File: src/rtl/tlul_demux_1n.sv
// TL-UL 1:N host-side demultiplexer with address decode and outstanding tracking.
// Optional error responder for unmapped addresses: define TLUL_DEMUX_ERR_RSP_EN.

package tlul_pkg;

    localparam logic [2:0] OpPutFull    = 3'h0;
    localparam logic [2:0] OpPutPartial = 3'h1;
    localparam logic [2:0] OpGet        = 3'h4;
    localparam logic [2:0] OpAck        = 3'h0;
    localparam logic [2:0] OpAckData    = 3'h1;

    typedef struct packed {
        logic        a_valid;
        logic [2:0]  a_opcode;
        logic [2:0]  a_param;
        logic [1:0]  a_size;
        logic [7:0]  a_source;
        logic [31:0] a_address;
        logic [3:0]  a_mask;
        logic [31:0] a_data;
        logic        d_ready;
    } tl_h2d_t;

    typedef struct packed {
        logic        d_valid;
        logic [2:0]  d_opcode;
        logic [2:0]  d_param;
        logic [1:0]  d_size;
        logic [7:0]  d_source;
        logic        d_sink;
        logic [31:0] d_data;
        logic        d_error;
        logic        a_ready;
    } tl_d2h_t;

endpackage

module tlul_demux_1n
    import tlul_pkg::*;
#(
    parameter int                  N              = 4,
    parameter int                  MaxOutstanding = 4,
    parameter logic [N-1:0][31:0]  AddrBase       = '0,
    parameter logic [N-1:0][31:0]  AddrMask       = '0
) (
    input  logic    clk_i,
    input  logic    rst_i,
    input  tl_h2d_t tl_h_i,
    output tl_d2h_t tl_h_o,
    output tl_h2d_t tl_d_o [N],
    input  tl_d2h_t tl_d_i [N],
    output logic    busy_o,
    output logic    unmapped_o
);

`ifdef TLUL_DEMUX_ERR_RSP_EN
    // Target N is the internal error responder.
    localparam int NT = N + 1;
`else
    // Unmapped requests fall through to the last device.
    localparam int NT = N;
`endif
    localparam int SW = $clog2(NT);
    localparam int CW = $clog2(MaxOutstanding + 1);

    logic [SW-1:0] tgt;
    logic          hit_any;
    logic          stall;
    logic          dev_ardy;
    logic          a_ready;
    logic          d_valid;
    logic          a_hs;
    logic          d_hs;
    tl_d2h_t       rsp;

    logic [CW-1:0] cnt_q, cnt_d;
    logic [SW-1:0] sel_q, sel_d;

`ifdef TLUL_DEMUX_ERR_RSP_EN
    logic       err_vld_q, err_vld_d;
    logic [7:0] err_src_q, err_src_d;
    logic [1:0] err_size_q, err_size_d;
    logic       err_get_q, err_get_d;
`endif

    // Address decode: lowest matching index wins, misses go to the last target.
    always_comb begin
        hit_any = 1'b0;
        tgt     = SW'(NT - 1);
        for (int i = N - 1; i >= 0; i--) begin
            if ((tl_h_i.a_address & ~AddrMask[i]) == AddrBase[i]) begin
                hit_any = 1'b1;
                tgt     = SW'(i);
            end
        end
    end

    // Hold off a target switch while responses are owed, and cap the count.
    assign stall = ((cnt_q != '0) && (tgt != sel_q)) ||
                   (cnt_q == CW'(MaxOutstanding));

    // Readiness of the decoded target.
    always_comb begin
        dev_ardy = 1'b0;
        for (int i = 0; i < N; i++) begin
            if (tgt == SW'(i)) dev_ardy = tl_d_i[i].a_ready;
        end
`ifdef TLUL_DEMUX_ERR_RSP_EN
        if (tgt == SW'(N)) dev_ardy = ~err_vld_q;
`endif
    end

    // Response source follows the last accepted target.
    always_comb begin
        rsp = '0;
        for (int i = 0; i < N; i++) begin
            if (sel_q == SW'(i)) rsp = tl_d_i[i];
        end
`ifdef TLUL_DEMUX_ERR_RSP_EN
        if (sel_q == SW'(N)) begin
            rsp          = '0;
            rsp.d_valid  = err_vld_q;
            rsp.d_opcode = err_get_q ? OpAckData : OpAck;
            rsp.d_size   = err_size_q;
            rsp.d_source = err_src_q;
            rsp.d_data   = 32'hFFFF_FFFF;
            rsp.d_error  = 1'b1;
        end
`endif
    end

    assign a_ready = dev_ardy & ~stall & ~rst_i;
    assign d_valid = rsp.d_valid & ~rst_i;
    assign a_hs    = tl_h_i.a_valid & a_ready;
    assign d_hs    = d_valid & tl_h_i.d_ready;

    // Host-facing response channel.
    always_comb begin
        tl_h_o         = rsp;
        tl_h_o.a_ready = a_ready;
        tl_h_o.d_valid = d_valid;
    end

    // Device request fan-out; only the target sees a_valid, only sel sees d_ready.
    always_comb begin
        for (int i = 0; i < N; i++) begin
            tl_d_o[i]         = tl_h_i;
            tl_d_o[i].a_valid = tl_h_i.a_valid & ~stall & ~rst_i &
                                (tgt == SW'(i));
            tl_d_o[i].d_ready = tl_h_i.d_ready & (sel_q == SW'(i));
        end
    end

    // Outstanding count saturates at zero; sel tracks the accepted target.
    always_comb begin
        cnt_d = cnt_q;
        if (a_hs && !d_hs) begin
            cnt_d = cnt_q + CW'(1);
        end else if (d_hs && !a_hs && (cnt_q != '0)) begin
            cnt_d = cnt_q - CW'(1);
        end
        sel_d = a_hs ? tgt : sel_q;
    end

    // Tracking state.
    always_ff @(posedge clk_i or posedge rst_i) begin
        if (rst_i) begin
            cnt_q <= '0;
            sel_q <= '0;
        end else begin
            cnt_q <= cnt_d;
            sel_q <= sel_d;
        end
    end

`ifdef TLUL_DEMUX_ERR_RSP_EN
    // Error responder: capture on accept, hold the reply until it is taken.
    always_comb begin
        err_vld_d  = err_vld_q;
        err_src_d  = err_src_q;
        err_size_d = err_size_q;
        err_get_d  = err_get_q;
        if (a_hs && (tgt == SW'(N))) begin
            err_vld_d  = 1'b1;
            err_src_d  = tl_h_i.a_source;
            err_size_d = tl_h_i.a_size;
            err_get_d  = (tl_h_i.a_opcode == OpGet);
        end else if (d_hs && (sel_q == SW'(N))) begin
            err_vld_d  = 1'b0;
        end
    end

    // Error responder registers.
    always_ff @(posedge clk_i or posedge rst_i) begin
        if (rst_i) begin
            err_vld_q  <= 1'b0;
            err_src_q  <= '0;
            err_size_q <= '0;
            err_get_q  <= 1'b0;
        end else begin
            err_vld_q  <= err_vld_d;
            err_src_q  <= err_src_d;
            err_size_q <= err_size_d;
            err_get_q  <= err_get_d;
        end
    end
`endif

    assign busy_o     = (cnt_q != '0);
    assign unmapped_o = a_hs & ~hit_any;

endmodule

File: config.mk
export PLATFORM = sky130hd
export DESIGN_NAME = tlul_demux_1n
export DESIGN_NICKNAME = d
export VERILOG_FILES = /design/src/rtl/tlul_demux_1n.sv
export SDC_FILE = /design/constraint.sdc
export NUM_CORES = 1
export LEC_CHECK = 0
export CAP_MARGIN = 20
export CORE_AREA = 3 3 268 270
export DETAILED_ROUTE_END_ITERATION = 16
export DIE_AREA = 0 0 271 273
export PLACE_DENSITY_LB_ADDON = 0.05
export SLEW_MARGIN = 25
export SYNTH_ARGS = -nofsm -noshare
export SYNTH_HDL_FRONTEND = slang
export SYNTH_SLANG_ARGS = --single-unit
File: constraint.sdc
create_clock -name clk_i -period 2.17 [get_ports clk_i]
set_input_delay 0.434 -clock clk_i [delete_from_list [all_inputs] [get_ports clk_i]]
set_output_delay 0.434 -clock clk_i [all_outputs]
set_load 0.05 [all_outputs]
# Word-level counts from Yosys, hierarchy flattened
# Cells that the tools add are included.
[op_classes]
reduce_logical = 12
bitwise_logic = 19
n_addsub = 2
n_shift = 0
multipliers = 0
magnitude_cmp = 0
mux = 12
n_eq_ne = 8
n_div = 0
[ops]
columns = ["cell", "count"]
rows = [
  ["two-way mux 52 bit", 4],
  ["zero test 32 bit", 1],
  ["bitwise AND 1 bit", 16],
  ["equality test 2 bit, second input constant", 4],
  ["two-way mux 3 bit", 2],
  ["two-way mux 1 bit", 5],
  ["equality test 2 x 1 -> 1 bit, second input constant", 2],
  ["logical AND 1 bit", 4],
  ["zero test 2 bit", 2],
  ["adder 3 x 1 -> 3 bit, second input constant", 1],
  ["equality test 3 bit, second input constant", 1],
  ["inverter 1 bit", 3],
  ["nonzero test 3 bit", 1],
  ["subtractor 3 x 1 -> 3 bit, second input constant", 1],
  ["zero test 1 bit", 2],
  ["two-way mux 2 bit", 1],
  ["!= test 2 bit", 1],
  ["nonzero test 2 bit", 1],
  ["logical OR 1 bit", 1],
]
[word_totals]
ram_bits = 0
register_bits = 5
n_memories = 0
wordCells = 55
latchBits = 0
romBits = 0

# Longest topological paths before layout
[depth]
ltp_word = 15
mapped_depth = 9
ltp_nobuf = 9

# Least setup slack after synthesis
# No wires, ideal clock.
[synth_path]
kind = "reg-to-output"
startpoint = "reg cnt_q[0]"
endpoint = "out tl_d_o[85] in the netlist's numbering"
path_stages_with_launch = 4
n_path_buf = 0
arrival_ps = 3562
path_slack_ps = -1826
required_ps = 1736
path_cell_list = "dfrtp_1 -> nor2_2 -> nand2_1 -> a2111oi_0"
[synth_rtl]
columns = ["item", "line", "source"]
rows = [
  ["start, declared", "76", "logic [CW-1:0] cnt_q, cnt_d;"],
  ["start signal, assigned", "171", "cnt_q <= cnt_d;"],
  ["end, declared", "50", "output tl_h2d_t tl_d_o [N],"],
]

# Worst setup path after layout
[layout_path]
startpoint = "in tl_h_i[68] in the netlist's numbering"
endpoint = "reg cnt_q[2]"
[layout_via]
elab_chain_cells = 14
[layout_rtl]
columns = ["item", "line", "source"]
rows = [
  ["start, declared", "48", "input tl_h2d_t tl_h_i,"],
  ["zero test 32 bit (*)", "91", "if ((tl_h_i.a_address & ~AddrMask[i]) == AddrBase[i]) begin"],
  ["two-way mux 2 bit (*)", "91", ""],
  ["zero test 2 bit", "106", "if (tgt == SW'(i)) dev_ardy = tl_d_i[i].a_ready;"],
  ["two-way mux 1 bit (4 in a row)", "106", ""],
  ["bitwise AND 1 bit (*) (2 in a row)", "132", "assign a_ready = dev_ardy & ~stall & ~rst_i;"],
  ["bitwise AND 1 bit (*)", "134", "assign a_hs = tl_h_i.a_valid & a_ready;"],
  ["zero test 1 bit", "159", "end else if (d_hs && !a_hs && (cnt_q != '0)) begin"],
  ["logical AND 1 bit (2 in a row)", "159", ""],
  ["nonzero test 2 bit (no line)", "-", ""],
]
# Mark *: on every way between the ends. The rest lies on a longest branch, timed or not.
# A chain may end at the register's enable or synchronous reset.

==> impl_results.rst <==
.. list-table::
   :header-rows: 1

   * - Metric
     - Value
   * - Aggregate routed wire length
     - 19.3 mm
   * - Post-DR vias/cell
     - 1.87
   * - Final count of hold timing violations
     - 0
   * - Overflow after GRT
     - 0
   * - RSZ-0062 raised after global routing
     - true
   * - Netlist Area Pre-Place
     - 3620 µm²
   * - Proportion of power drawn by combinational gates
     - 86.6%
   * - Cts bufs inserted
     - 3
   * - Number of distinct library cells after synthesis
     - 34
   * - Smallest setup slack after layout
     - -351 ps
   * - Number of flip-flops and latches in the synthesized netlist
     - 4
   * - Clock Latency Late Sink
     - 230 ps
   * - FFs w/ async S/R, synth
     - 100%
   * - Final Total Pwr
     - 3290 µW
   * - Post-synthesis area per instance
     - 7.98 µm²
   * - CTS sink cnt
     - 4
   * - Pwr Density
     - 433 nW/µm²
   * - Highest achievable clock rate
     - 397 MHz
   * - CTS clk-pin slew, worst paths
     - 30 ps
   * - Reg power frac
     - 4.2%
   * - Final number of setup-violating endpoints
     - 7
   * - Post-Layout Inst Area
     - 7590 µm²
   * - Remaining DRCs
     - 0
   * - Setup Skew
     - 1.16 ps
   * - Port Buffer Count
     - 325
   * - Required arrival time at the worst endpoint
     - 2310 ps
   * - Number of H-tree levels
     - 1
   * - Placed Area
     - 7390 µm²
   * - DP Cell Count
     - 1428
   * - Shortest clock period the worst path allows after layout
     - 2520 ps
   * - Area of the die
     - 74000 µm²
   * - Root buf cell
     - sky130_fd_sc_hd__clkbuf_16
   * - Final estimated routing congestion in global placement
     - 0.691
   * - GRT Total Usage
     - 4.89%
   * - Net load switching power
     - 1640 µW
   * - Total of max-cap violations
     - 0
   * - Die Span X
     - 271 µm
   * - Largest net degree at the start of global routing
     - 53
   * - Pleak
     - 0.00296 µW
   * - Vias in the first global route
     - 3281
   * - Critical path data arrival time
     - 2660 ps
   * - Violations in the final reports
     - negative setup slack
   * - Hold crit path type
     - reg -> reg
   * - Total via count after detailed routing
     - 2688
   * - Total of fill cells in the finished design
     - 7957
   * - Biggest fanout along the worst timing path
     - 3
   * - Buffer depth of the longest clock path
     - 2
   * - Detail Route Antenna Nets
     - 0
   * - Layout overhead on the synthesized area
     - 109%
   * - Number of cells on the worst hold path
     - 1
   * - Ratio of final minimum period to clock period
     - 116%
   * - Switching Share
     - 50.0%
   * - Number of placement rows
     - 97
   * - Wire length per cell after detailed routing
     - 13.4 µm
   * - Pint
     - 1640 µW
   * - Type of the worst setup path
     - in -> reg
   * - Syn Inst Count
     - 454
   * - Detail Placement HPWL
     - 17.8 mm
   * - Non-filler instance count after layout
     - 1439
   * - Outcome
     - finished, violations left
   * - Router iterations before antenna repair
     - 4
   * - IO Pins
     - 694
   * - Syn. warnings
     - 0
   * - Clock network power share
     - 9.2%
   * - Detailed Route Iter0 Violations
     - 40
   * - Antenna violations before repair
     - 2
   * - Die Height
     - 273 µm
   * - Post-CTS Hold Fix Bufs
     - 0
   * - Starting density of the core
     - 5.19%
   * - Cell depth of the worst flop-to-flop path
     - 8
   * - Number of flops mapped to enable cells by yosys
     - 0
   * - Final #Nets
     - 795
   * - Share of cells above drive strength 1
     - 68.2%
   * - Minimum hold slack
     - 534 ps
   * - Kind of start point of the critical path
     - input pin
   * - Placeable core region
     - 69800 µm²
   * - Leading register cell type out of synthesis
     - sky130_fd_sc_hd__dfrtp_1
   * - Global-route wire length before repair
     - 25.7 mm
   * - CTS tree
     - done
   * - Critical Path Sink Type
     - register
   * - IR drop worst, VDD
     - 0.231 mV
   * - Share of synthesized area occupied by flip-flops and latches
     - 2.76%
   * - Number of pins exceeding their max-slew limit in the final report
     - 0
cell families (layout without fill, tap and decap cells):
group / count (synthesis) / count (layout) / share of synthesized area (%)
other: 1 / 6 / 0.103
multiplexers: 55 / 55 / 17.3
AND/OR/NAND/NOR: 29 / 29 / 5.08
flip-flops: 4 / 4 / 2.76
adder cells (fa/ha/maj): 1 / 1 / 0.553
AO/OA/AOI/OAI: 10 / 10 / 1.97
buffers and inverters: 353 / 393 / 72.0
XOR/XNOR: 1 / 1 / 0.242
final cells by class:
| type | count | area [µm²] | area share, % |
|---|---|---|---|
| well taps | 940 | 1180 | 15.5 |
| flip-flops and latches | 4 | 101 | 1.34 |
| multi-input cells | 100 | 1070 | 14.1 |
| inverters | 5 | 18.8 | 0.247 |
| diodes | 2 | 5.00 | 0.0660 |
| repair buffers | 384 | 5130 | 67.7 |
| clock buffers | 4 | 78.8 | 1.04 |
flip-flops by register name, indices dropped and copies added (netlist names):
register,flops
cnt_q,3
sel_q,1
worst max-delay path, cell delays in order:
cell and delay, ps:
sky130_fd_sc_hd__buf_4 120, sky130_fd_sc_hd__nor4_4 290, sky130_fd_sc_hd__buf_4 150, sky130_fd_sc_hd__nand4_1 170, sky130_fd_sc_hd__buf_4 210, sky130_fd_sc_hd__nor2_4 130
sky130_fd_sc_hd__mux2i_4 270, sky130_fd_sc_hd__nand2_2 80, sky130_fd_sc_hd__fa_2 360, sky130_fd_sc_hd__and2_4 160, sky130_fd_sc_hd__a21o_1 140, sky130_fd_sc_hd__o22ai_1 140
through the flow:
step                TNS (ps)  worst slack, ps  util (%)
floorplan               -467             -239         -
global placement       -7450            -1250      10.6
detailed placement     -7590            -1280      10.6
CTS                    -2470             -521      10.8
global route           -2640             -493      10.9
finish                 -1710             -351      10.9
path summary, 6_finish.rpt:
check,start,end,slack (ps)
setup / recovery,tl_h_i[68],cnt_q[2]$_DFFE_PP0P_,-350
hold / removal,cnt_q[2]$_DFFE_PP0P_,cnt_q[2]$_DFFE_PP0P_,530
setup reg to reg,cnt_q[0]$_DFFE_PP0P_,cnt_q[2]$_DFFE_PP0P_,30
hold reg to reg,cnt_q[2]$_DFFE_PP0P_,cnt_q[2]$_DFFE_PP0P_,530
max in group asynchronous,rst_i,sel_q[0]$_DFFE_PP0P_,1340
min in group asynchronous,rst_i,sel_q[0]$_DFFE_PP0P_,710
routing by layer:
layer / global-route usage (%) / routed length, µm / up-vias
met5: 0 / 0 / -
met1: 3.66 / 5070 / 1217
met3: 4.22 / 3770 / 24
met4: 1.32 / 282 / 0
li1: - / - / 1196
met2: 9.14 / 10200 / 251
power by group through the flow:
stage / Combinational (µW) / Clock (µW) / Sequential, µW
global route: 2980 / 312 / 146
global placement: 2870 / 0 / 142
detailed placement: 2840 / 0 / 141
CTS: 2850 / 306 / 140
finish: 2850 / 301 / 138
floorplan: 2520 / 0 / 139
layout by cell type (no fill, tap or decap), types with 2 or more instances in the layout:
cell                                n
sky130_fd_sc_hd__inv_1              4
sky130_fd_sc_hd__dfrtp_1            3
sky130_fd_sc_hd__buf_12           151
sky130_fd_sc_hd__nor2_4             3
sky130_fd_sc_hd__dlymetal6s2s_1     5
sky130_fd_sc_hd__buf_4             88
sky130_fd_sc_hd__clkdlybuf4s15_1    2
sky130_fd_sc_hd__nor4_2             2
sky130_fd_sc_hd__diode_2            2
sky130_fd_sc_hd__nand4_1            3
sky130_fd_sc_hd__clkbuf_2           4
sky130_fd_sc_hd__nand2_2            2
sky130_fd_sc_hd__conb_1             4
sky130_fd_sc_hd__nand2_1            2
sky130_fd_sc_hd__clkbuf_16          4
sky130_fd_sc_hd__buf_6              5
sky130_fd_sc_hd__o21ai_0            2
sky130_fd_sc_hd__buf_8              2
sky130_fd_sc_hd__dlygate4sd2_1     10
sky130_fd_sc_hd__nor4_4             6
sky130_fd_sc_hd__buf_2              6
sky130_fd_sc_hd__mux2i_1            4
sky130_fd_sc_hd__mux2_2            50
sky130_fd_sc_hd__clkdlybuf4s50_1  108
timing repair:
item	4_1_cts	5_1_grt
buffers inserted	3	1
gates resized for setup	69	27
pin swaps	12	13
setup endpoints to repair	8	18
gates cloned	0	1
synthesized netlist by cell type (2+ instances only):
library cell	number	area, µm²
sky130_fd_sc_hd__buf_4	342	2570
sky130_fd_sc_hd__nor3_1	2	10.0
sky130_fd_sc_hd__buf_1	5	18.8
sky130_fd_sc_hd__mux2i_1	4	40.0
sky130_fd_sc_hd__dfrtp_1	4	100
sky130_fd_sc_hd__o21ai_0	2	10.0
sky130_fd_sc_hd__inv_1	5	18.8
sky130_fd_sc_hd__nor4_1	7	43.8
sky130_fd_sc_hd__and2_1	2	12.5
sky130_fd_sc_hd__nand2_1	3	11.3
sky130_fd_sc_hd__mux2_2	50	563
sky130_fd_sc_hd__nor2_1	3	11.3
sky130_fd_sc_hd__o22ai_1	2	12.5
sky130_fd_sc_hd__nand4_1	3	18.8
Power figures use the tool's default switching activity.
